## src/rtl/l2_arbiter.sv

```systemverilog
// Round-robin arbiter sharing one L2 port between I-cache line fills and
// D-cache line fills / write-backs. One transaction at a time.
module l2_arbiter #(
  parameter int ADDR_W = 32,
  parameter int LINE_W = 256
) (
  input  logic              clk,
  input  logic              rst,
  input  logic              i_read,
  input  logic [ADDR_W-1:0] i_address,
  output logic [LINE_W-1:0] i_rdata,
  output logic              i_resp,
  input  logic              d_read,
  input  logic              d_write,
  input  logic [ADDR_W-1:0] d_address,
  input  logic [LINE_W-1:0] d_wdata,
  output logic [LINE_W-1:0] d_rdata,
  output logic              d_resp,
  output logic              l2_read,
  output logic              l2_write,
  output logic [ADDR_W-1:0] l2_address,
  output logic [LINE_W-1:0] l2_wdata,
  input  logic [LINE_W-1:0] l2_rdata,
  input  logic              l2_resp
);

  typedef enum logic [1:0] {IDLE, SERVE_I, SERVE_D, RELEASE} state_t;
  typedef enum logic {PTR_I, PTR_D} ptr_t;

  state_t state, state_nxt;
  ptr_t   ptr, ptr_nxt;
  logic   op_write, op_write_nxt;
  logic   d_req;

  assign d_req = d_read | d_write;

  always_ff @(posedge clk or posedge rst) begin
    if (rst) begin
      state    <= IDLE;
      ptr      <= PTR_D;
      op_write <= 1'b0;
    end else begin
      state    <= state_nxt;
      ptr      <= ptr_nxt;
      op_write <= op_write_nxt;
    end
  end

  always_comb begin
    state_nxt    = state;
    ptr_nxt      = ptr;
    op_write_nxt = op_write;
    l2_read      = 1'b0;
    l2_write     = 1'b0;
    i_resp       = 1'b0;
    d_resp       = 1'b0;
    l2_address   = i_address;
    unique case (state)
      IDLE: begin
        // Pointer names the last requester served; on contention the other one wins.
        if (i_read && (!d_req || ptr == PTR_D)) begin
          state_nxt    = SERVE_I;
          op_write_nxt = 1'b0;
        end else if (d_req) begin
          state_nxt    = SERVE_D;
          op_write_nxt = d_write;
        end
      end
      SERVE_I: begin
        l2_read  = ~op_write;
        l2_write = op_write;
        if (l2_resp) begin
          i_resp    = 1'b1;
          ptr_nxt   = PTR_I;
          state_nxt = RELEASE;
        end
      end
      SERVE_D: begin
        l2_address = d_address;
        l2_read    = ~op_write;
        l2_write   = op_write;
        if (l2_resp) begin
          d_resp    = 1'b1;
          ptr_nxt   = PTR_D;
          state_nxt = RELEASE;
        end
      end
      RELEASE: state_nxt = IDLE;
      default: state_nxt = IDLE;
    endcase
  end

  assign l2_wdata = d_wdata;
  assign i_rdata  = l2_rdata;
  assign d_rdata  = l2_rdata;

endmodule

```

## config.mk

```make
export PLATFORM = sky130hd
export DESIGN_NAME = l2_arbiter
export DESIGN_NICKNAME = d
export VERILOG_FILES = /design/src/rtl/l2_arbiter.sv
export SDC_FILE = /design/constraint.sdc
export NUM_CORES = 1
export LEC_CHECK = 0
export ABC_AREA = 1
export CORE_AREA = 3 3 543 545
export DETAILED_ROUTE_END_ITERATION = 16
export DIE_AREA = 0 0 546 548
export PLACE_DENSITY_LB_ADDON = 0.3
export SETUP_SLACK_MARGIN = 0.05
export SLEW_MARGIN = 40
export SYNTH_ARGS = -nofsm -noshare
export SYNTH_HDL_FRONTEND = slang
export SYNTH_SLANG_ARGS = --single-unit
```

## constraint.sdc

```tcl
create_clock -name clk -period 2 [get_ports clk]
set_clock_uncertainty 0.2 [all_clocks]
set_input_delay 0.6 -clock clk [delete_from_list [all_inputs] [get_ports clk]]
set_output_delay 0.6 -clock clk [all_outputs]
set_load 0.01 [all_outputs]
```

# Word level (Yosys, flattened, before mapping)
# Index checks and enable logic that the tools add are counted.
[op_classes] eq_ne=7 mux=15 bitwise_logic=2 reduce_logical=10
[ops] op="two-way mux 32 bit" n=1
[ops] op="two-way mux 1 bit" n=9
[ops] op="two-way mux 2 bit" n=3
[ops] op="one-hot mux 2 bit (3 select lines)" n=1
[ops] op="== test 2 bit, second input constant" n=2
[ops] op="!= test 2 bit, second input constant" n=2
[ops] op="AND reduction 2 bit" n=2
[ops] op="nonzero test 2 bit" n=2
[ops] op="!= test 3 bit, second input constant" n=1
[ops] op="AND reduction 3 bit" n=1
[ops] op="== test 2 x 1 -> 1 bit, second input constant" n=1
[ops] op="logical NOT 2 bit" n=1
[ops] op="!= test 2 x 1 -> 1 bit, second input constant" n=1
[ops] op="one-hot mux 1 bit (2 select lines)" n=1
[ops] op="OR reduction 2 bit" n=1
[ops] op="logical AND 1 bit" n=1
[ops] op="logical NOT 1 bit" n=1
[ops] op="logical OR 1 bit" n=1
[ops] op="NOT 1 bit" n=1
[ops] op="OR 1 bit" n=1
[totals] ff_bits=4

# Longest topological paths before layout
# Gate-level depths: netlist of the first run.
[logic_depth] depth_word=6 mapped_depth=8 mapped_depth_nobuf=8

# Worst setup path before layout of the first run
# Ideal clock, no wire load.
[synth_path] kind="reg-to-output" start="register state[0]" end="output port l2_address[0]" arrival_time_ns=1.212 required_time_ns=1.200 path_slack_ns=-0.012 stages_incl_launch_ff=6 path_buffers=2 path_cell_list="dfrtp_1 inv_1 ha_1 buf_6 buf_12 mux2_4"
[synth_between] elab_chain_len=2
[synth_lines] item="start, declared" line="30" rtl="state_t state, state_nxt;"
[synth_lines] item="start signal, assigned" line="43" rtl="state <= state_nxt;"
[synth_lines] item="== test 2 bit" line="58" rtl="unique case (state)"
[synth_lines] item="two-way mux 32 bit" line="58"
[synth_lines] item="end, declared" line="21" rtl="output logic [ADDR_W-1:0] l2_address,"
# No other way between the ends.

# Worst setup path in the final report of the first run
[layout_path] start="register state[0]" end="output port l2_address[14]"
# The elaborated chain is that of the path after synthesis.

==> impl_metrics.tcl, run 1 <==
set metrics [dict create \
    yosysUniqueCellTypes 15 \
    start_util_pct 2.271 \
    yosys_register_bits 4 \
    rows 198 \
    cts.sinks 4 \
    grt.overflow.total 0 \
    area_growth_syn_to_layout_pct 11.55 \
    clkSlewWorstSetupHoldPaths_ns 0.03 \
    synth_commonest_cells "768 x buf_4, 29 x mux2_4, 12 x nand2_1" \
    crit_type "reg2out" \
    violations "negative setup slack" \
    fmax_mhz 408.1 \
    maxSlewViolCount 0 \
    finalHoldViolCount 0 \
    layout.nets 786 \
    syn_inst 846 \
    hold_path_class "reg2reg" \
    grt_max_degree 12 \
    worstMarginPinSlew_ns 0.2477 \
    fin_crit_sh_pct 122.5 \
    yosys.cell_count.top_type "buf_4" \
    rsz0062_at_grt "yes" \
    clk_latency_ns 0.23 \
    io_pins 1386 \
    drt_wl_total_mm 165.7 \
    drive_above_1_share_pct 48.24 \
    yosysWarnings 0 \
    synth_top_area_cell "buf_4" \
    cts_htree_levels 1 \
    routed_via_density 0.7424 \
    cp_data_required_time_ns 1.20 \
    p_per_area_nw_per_um2 508.9 \
    port_buffers 105 \
    arrival_ns 1.65 \
    finalPower_mw 3.746 \
    cts_root_buf "clkbuf_16" \
    cts_tree "done" \
    antenna_found_initial 41 \
    p_leak_nw 1.146 \
    end_kind "primary output" \
    synth_top_area_share_pct 87.37 \
    ant_nets 0 \
    first_pass_iters 4 \
    status "finished with violations" \
    relSlewSlack_pct 83.31 \
    peakVddDrop_v 0.0003228 \
    grt_first_pass_wirelength_mm 174.3 \
    track_usage_pct 10.55 \
    async_flop_share_pct 100.0 \
    syn_area_um2 6599 \
    synthTopCellsByArea "buf_4 87%, mux2_4 6.6%, dfrtp_1 1.1%" \
    cts_buffers 3 \
    via_count 3061 \
    post-place-cells 4088 \
    avgSynthCellArea_um2 7.800 \
    dieArea_um2 299200 \
    synthesis.nets 1432 \
    grt_pass1_vias 2909 \
    place_congestion 0.6943 \
    fin_crit_ns 2.451 \
    die_h_um 548 \
    die_x_um 546 \
    startpoint_type "flop" \
    core_region_area_um2 290600 \
    synth_ff_type "dfrtp_1" \
    cts_max_path_buffers 2 \
    maxCapViolations 0 \
    dp_hpwl_mm 161.7 \
    fin_ws_ns -0.4506 \
    fin_cells 4123 \
    crit_path_max_fanout 6 \
    yosysSeqAreaShare_pct 1.536 \
    route.detailed.drc 0 \
    wl_per_cell_um 40.19 \
    setup_violations 36 \
    synth_edf_count 0 \
    first_iter_violations 169 \
    cts-hold-fix-buffers 0 \
]
==> per-stage QoR <==
step	utilization, %	setup TNS, ns	setup slack [ns]	hold slack, ns	area, um^2
after floorplan	-	0	0.03271	0.1654	6611
after global placement	2.443	-9.440	-0.6981	0.2870	7101
after detailed placement	2.443	-9.576	-0.6831	0.3165	7101
after CTS	2.499	-13.60	-0.4437	0.3267	7263
after global routing	2.512	-15.18	-0.4906	0.3690	7301
final	2.533	-13.62	-0.4506	0.3286	7361
==> cell type report <==
class | count | area (um^2)
Sequential cell | 4 | 101.3
Antenna cell | 24 | 60.06
Tap cell | 3900 | 4880
Clock buffer | 4 | 78.83
Inverter | 10 | 42.54
Fill cell | 34640 | 283200
Timing Repair Buffer | 121 | 1533
Multi-Input combinational cell | 60 | 665.6
==> critical path: stages (launching register included) <==
cell     delay, ns
dfrtp_1       0.38
inv_2         0.09
ha_4          0.23
buf_6         0.13
buf_12        0.11
mux2_4        0.31
buf_12        0.15
==> metal layers <==
| layer | vias to the layer above | track usage, % | wire length (um) |
|---|---|---|---|
| li1 | 535 | - | - |
| met1 | 754 | 2.608 | 14180 |
| met2 | 1410 | 15.62 | 68700 |
| met3 | 352 | 22.22 | 74080 |
| met4 | 10 | 4.000 | 8037 |
| met5 | - | 1.567 | 707 |
==> where the power goes <==
group	internal [mW]	switching, mW
Combinational	1.79	1.46
Clock	0.263	0.0586
Sequential	0.132	0.0354
==> flip-flops by register name (all words and copies together) (netlist names) <==
name / cells
ptr: 1
state: 2
op_write: 1
==> what timing repair did <==
item                       in CTS  in global routing
gates resized for setup        24                  6
pin swaps                       1                  2
setup endpoints to repair      36                 36
buffers inserted                5                  3
==> cells by family (layout without fill, tap and decap cells) <==
kind of cell	Yosys count	in the layout	synth area share [%]
fa+ha+maj	4	4	0.7585
compound gates	4	4	0.3413
simple gates	20	20	1.232
mux	32	32	7.110
flops	4	4	1.536
other cells	0	24	0
buf+inv	782	135	89.02
==> cells in the final DEF (no fill, tap or decap), drive strengths merged <==
master / instances
a21boi: 1
buf: 52
clkbuf: 4
clkdlybuf4s50: 68
dfrtp: 3
dfstp: 1
diode: 24
dlygate4sd2: 1
ha: 4
inv: 10
mux2: 32
nand2: 12
nand3: 3
nor2: 4
o21ai: 3
or2: 1
==> final timing paths <==
path                           from             end  slack [ns]  depth (start not counted)
setup / recovery           state[0]  l2_address[14]       -0.45                          6
hold / removal                  ptr             ptr        0.33                          2
setup reg to reg           state[0]        state[0]        0.19                         10
hold reg to reg                 ptr             ptr        0.33                          2
max in group asynchronous       rst             ptr        1.01                          2
min in group asynchronous       rst        state[0]        0.36                          2
(Power assumes the default switching activity.)
==> run 2: changes to the inputs <==
CORE_AREA = 2 2 542 544   (was 3 3 543 545)
DIE_AREA = 0 0 544 546   (was 0 0 546 548)
==> run 2 against run 1 <==
The run still ends with negative setup slack left. Maximum frequency up 0.69%. Largest power group unchanged. Critical path type unchanged. Worst hold slack barely moved. First-iteration DRC count rose by 21%. Combinational power is essentially flat. Global-route usage fell by 0.28 points. Via count fell by 2.6%. Critical endpoint is now l2_address[12]. Highest routed layer unchanged. Sequential share of layout area unchanged. Die area decreased by 0.73%. Worst setup slack better by 0.017 ns. Total power grew 0.33%.
==> impl_metrics.tcl, run 2 (same netlist as run 1, synthesis figures left out) <==
set metrics [dict create \
    status "finished with violations" \
    violations "negative setup slack" \
    core_region_area_um2 292100 \
    antenna_found_initial 37 \
    reg2reg_depth 10 \
    end_kind "primary output" \
    final_cell_mix "68 x clkdlybuf4s50_1, 34 x buf_12, 32 x mux2_4, 12 x nand2_1, 11 x buf_4" \
    maxCapViolations 0 \
    cts.sinks 4 \
    track_usage_pct 10.27 \
    hold_ws_ns 0.3282 \
    die_x_um 544 \
    startpoint_type "flop" \
    cp.depth 5 \
    cts_max_path_buffers 2 \
    worstMarginPinSlew_ns 0.2759 \
    first_pass_iters 5 \
    peakVddDrop_v 0.0003750 \
    critPathLaunch "state[0]" \
    rsz0062_at_grt "yes" \
    rows 199 \
    top_layer "met5" \
    start_util_pct 2.259 \
    critical_path_buf_inv_count 3 \
    grt_pass1_vias 2886 \
    route.detailed.drc 0 \
    multi_input_area_um2 661.9 \
    fin_ws_ns -0.4337 \
    clk_latency_ns 0.23 \
    fin_crit_ns 2.434 \
    cts-hold-fix-buffers 0 \
    path_delay_family "buffers and inverters" \
    r2r_start "state[0]" \
    wl_per_cell_um 38.65 \
    reg2reg_to "state[0]" \
    grt_first_pass_wirelength_mm 166.8 \
    cp_data_required_time_ns 1.20 \
    top_regs "state: 2 flops, op_write: 1 flops, ptr: 1 flops" \
    fin_crit_sh_pct 121.7 \
    hold_path_class "reg2reg" \
    p_leak_nw 1.145 \
    cp-endpoint "l2_address[12]" \
    crit_chain "inv_2 -> ha_4 -> clkbuf_16 -> mux2_4 -> buf_12" \
    crit_path_max_fanout 7 \
    io_pins 1386 \
    routed_via_density 0.7212 \
    area_growth_syn_to_layout_pct 11.55 \
    cts_tree "done" \
    largest_register_ffs 2 \
    first_iter_violations 204 \
    relSlewSlack_pct 81.41 \
    layout.nets 785 \
    grt_max_degree 15 \
    dr_wl_met2_mm 65.34 \
    seqCellArea_um2 101.3 \
    drt_wl_total_mm 159.7 \
    maxSlewViolCount 0 \
    cts_htree_levels 1 \
    wl_met1_mm 13.16 \
    cp_slowest_stage_delay_ns 0.38 \
    fillers 34820 \
    met3WireLength_mm 73.70 \
    clkSlewWorstSetupHoldPaths_ns 0.03 \
    cts_root_buf "clkbuf_16" \
    dp_hpwl_mm 155.7 \
    place_congestion 0.7104 \
    ant_nets 0 \
    dieArea_um2 297000 \
    setup_violations 36 \
    drive_above_1_share_pct 47.47 \
    setup_tns_ns -13.14 \
    ff2ff_setup_slack_ns 0.26 \
    die_h_um 546 \
    finish.utilization_pct 2.520 \
    p_per_area_nw_per_um2 510.5 \
    grt.overflow.total 0 \
    port_buffers 105 \
    arrival_ns 1.63 \
    finalHoldViolCount 0 \
    slowest_stage "dfrtp_1" \
    via_count 2980 \
    fmax_mhz 410.9 \
    cts_buffers 3 \
    final_common_cell "clkdlybuf4s50_1" \
    crit_type "reg2out" \
    top_register "state" \
]
run 2: metal layers:
layer | global-route usage (%) | up-vias
met5 | 1.526 | -
met4 | 3.547 | 12
met3 | 22.15 | 352
met2 | 15.01 | 1318
met1 | 2.442 | 775
li1 | - | 523
run 2: worst register-to-register path, stage by stage (launching register included):
cell and delay [ns]:
dfrtp_1 0.35, inv_2 0.06, buf_4 0.14, ha_4 0.26, buf_4 0.10, inv_1 0.05
or2_0 0.20, nand2_1 0.11, nor2_1 0.06, nand2_1 0.05, nand2_1 0.05
run 2: area by class of cell:
class | instances | share of cell area (%)
tap | 3919 | 66.62
clock buffer | 4 | 1.071
inverter | 10 | 0.5439
timing repair buffer | 120 | 20.89
sequential | 4 | 1.377
multi-input combinational | 60 | 8.992
antenna | 15 | 0.5099
run 2: per-stage QoR:
step | std cells | instance area [um^2] | power [mW] | setup slack, ns
after global placement | 4106 | 7117 | 3.222 | -0.7173
after CTS | 4116 | 7307 | 3.814 | -0.4086
after detailed placement | 4106 | 7117 | 3.233 | -0.6931
after floorplan | 846 | 6611 | 2.825 | 0.03271
final | 4132 | 7361 | 3.758 | -0.4337
after global routing | 4117 | 7323 | 3.992 | -0.4792
run 2: repair_timing:
item	4_1_cts	5_1_grt
pin swaps	1	1
cloned	1	1
endpoints found under the setup margin	36	36
gates resized for setup	21	3
setup buffers	5	1
run 2: where the power goes:
part	leakage, nW	switching (mW)	total [mW]	internal (mW)
Sequential	0.0467	0.0320	0.164	0.132
Clock	0.0382	0.0633	0.327	0.264
Combinational	1.06	1.48	3.27	1.78
run 2: how the worst min path moves through the flow:
stage	from	end	slack, ns	cells past startpoint
global route	ptr	ptr	0.35	2
CTS	ptr	ptr	0.32	2
detailed placement	ptr	ptr	0.31	2
global placement	ptr	ptr	0.29	2
floorplan	rst	op_write	0.17	1
finish	ptr	ptr	0.33	2
==> run 3: changes to the inputs <==
CTS_CLUSTER_SIZE = 8   (was unset)
SLEW_MARGIN = 20   (was 40)
==> results of run 3 <==
The final DEF is identical to that of run 2; final timing and power are the same.
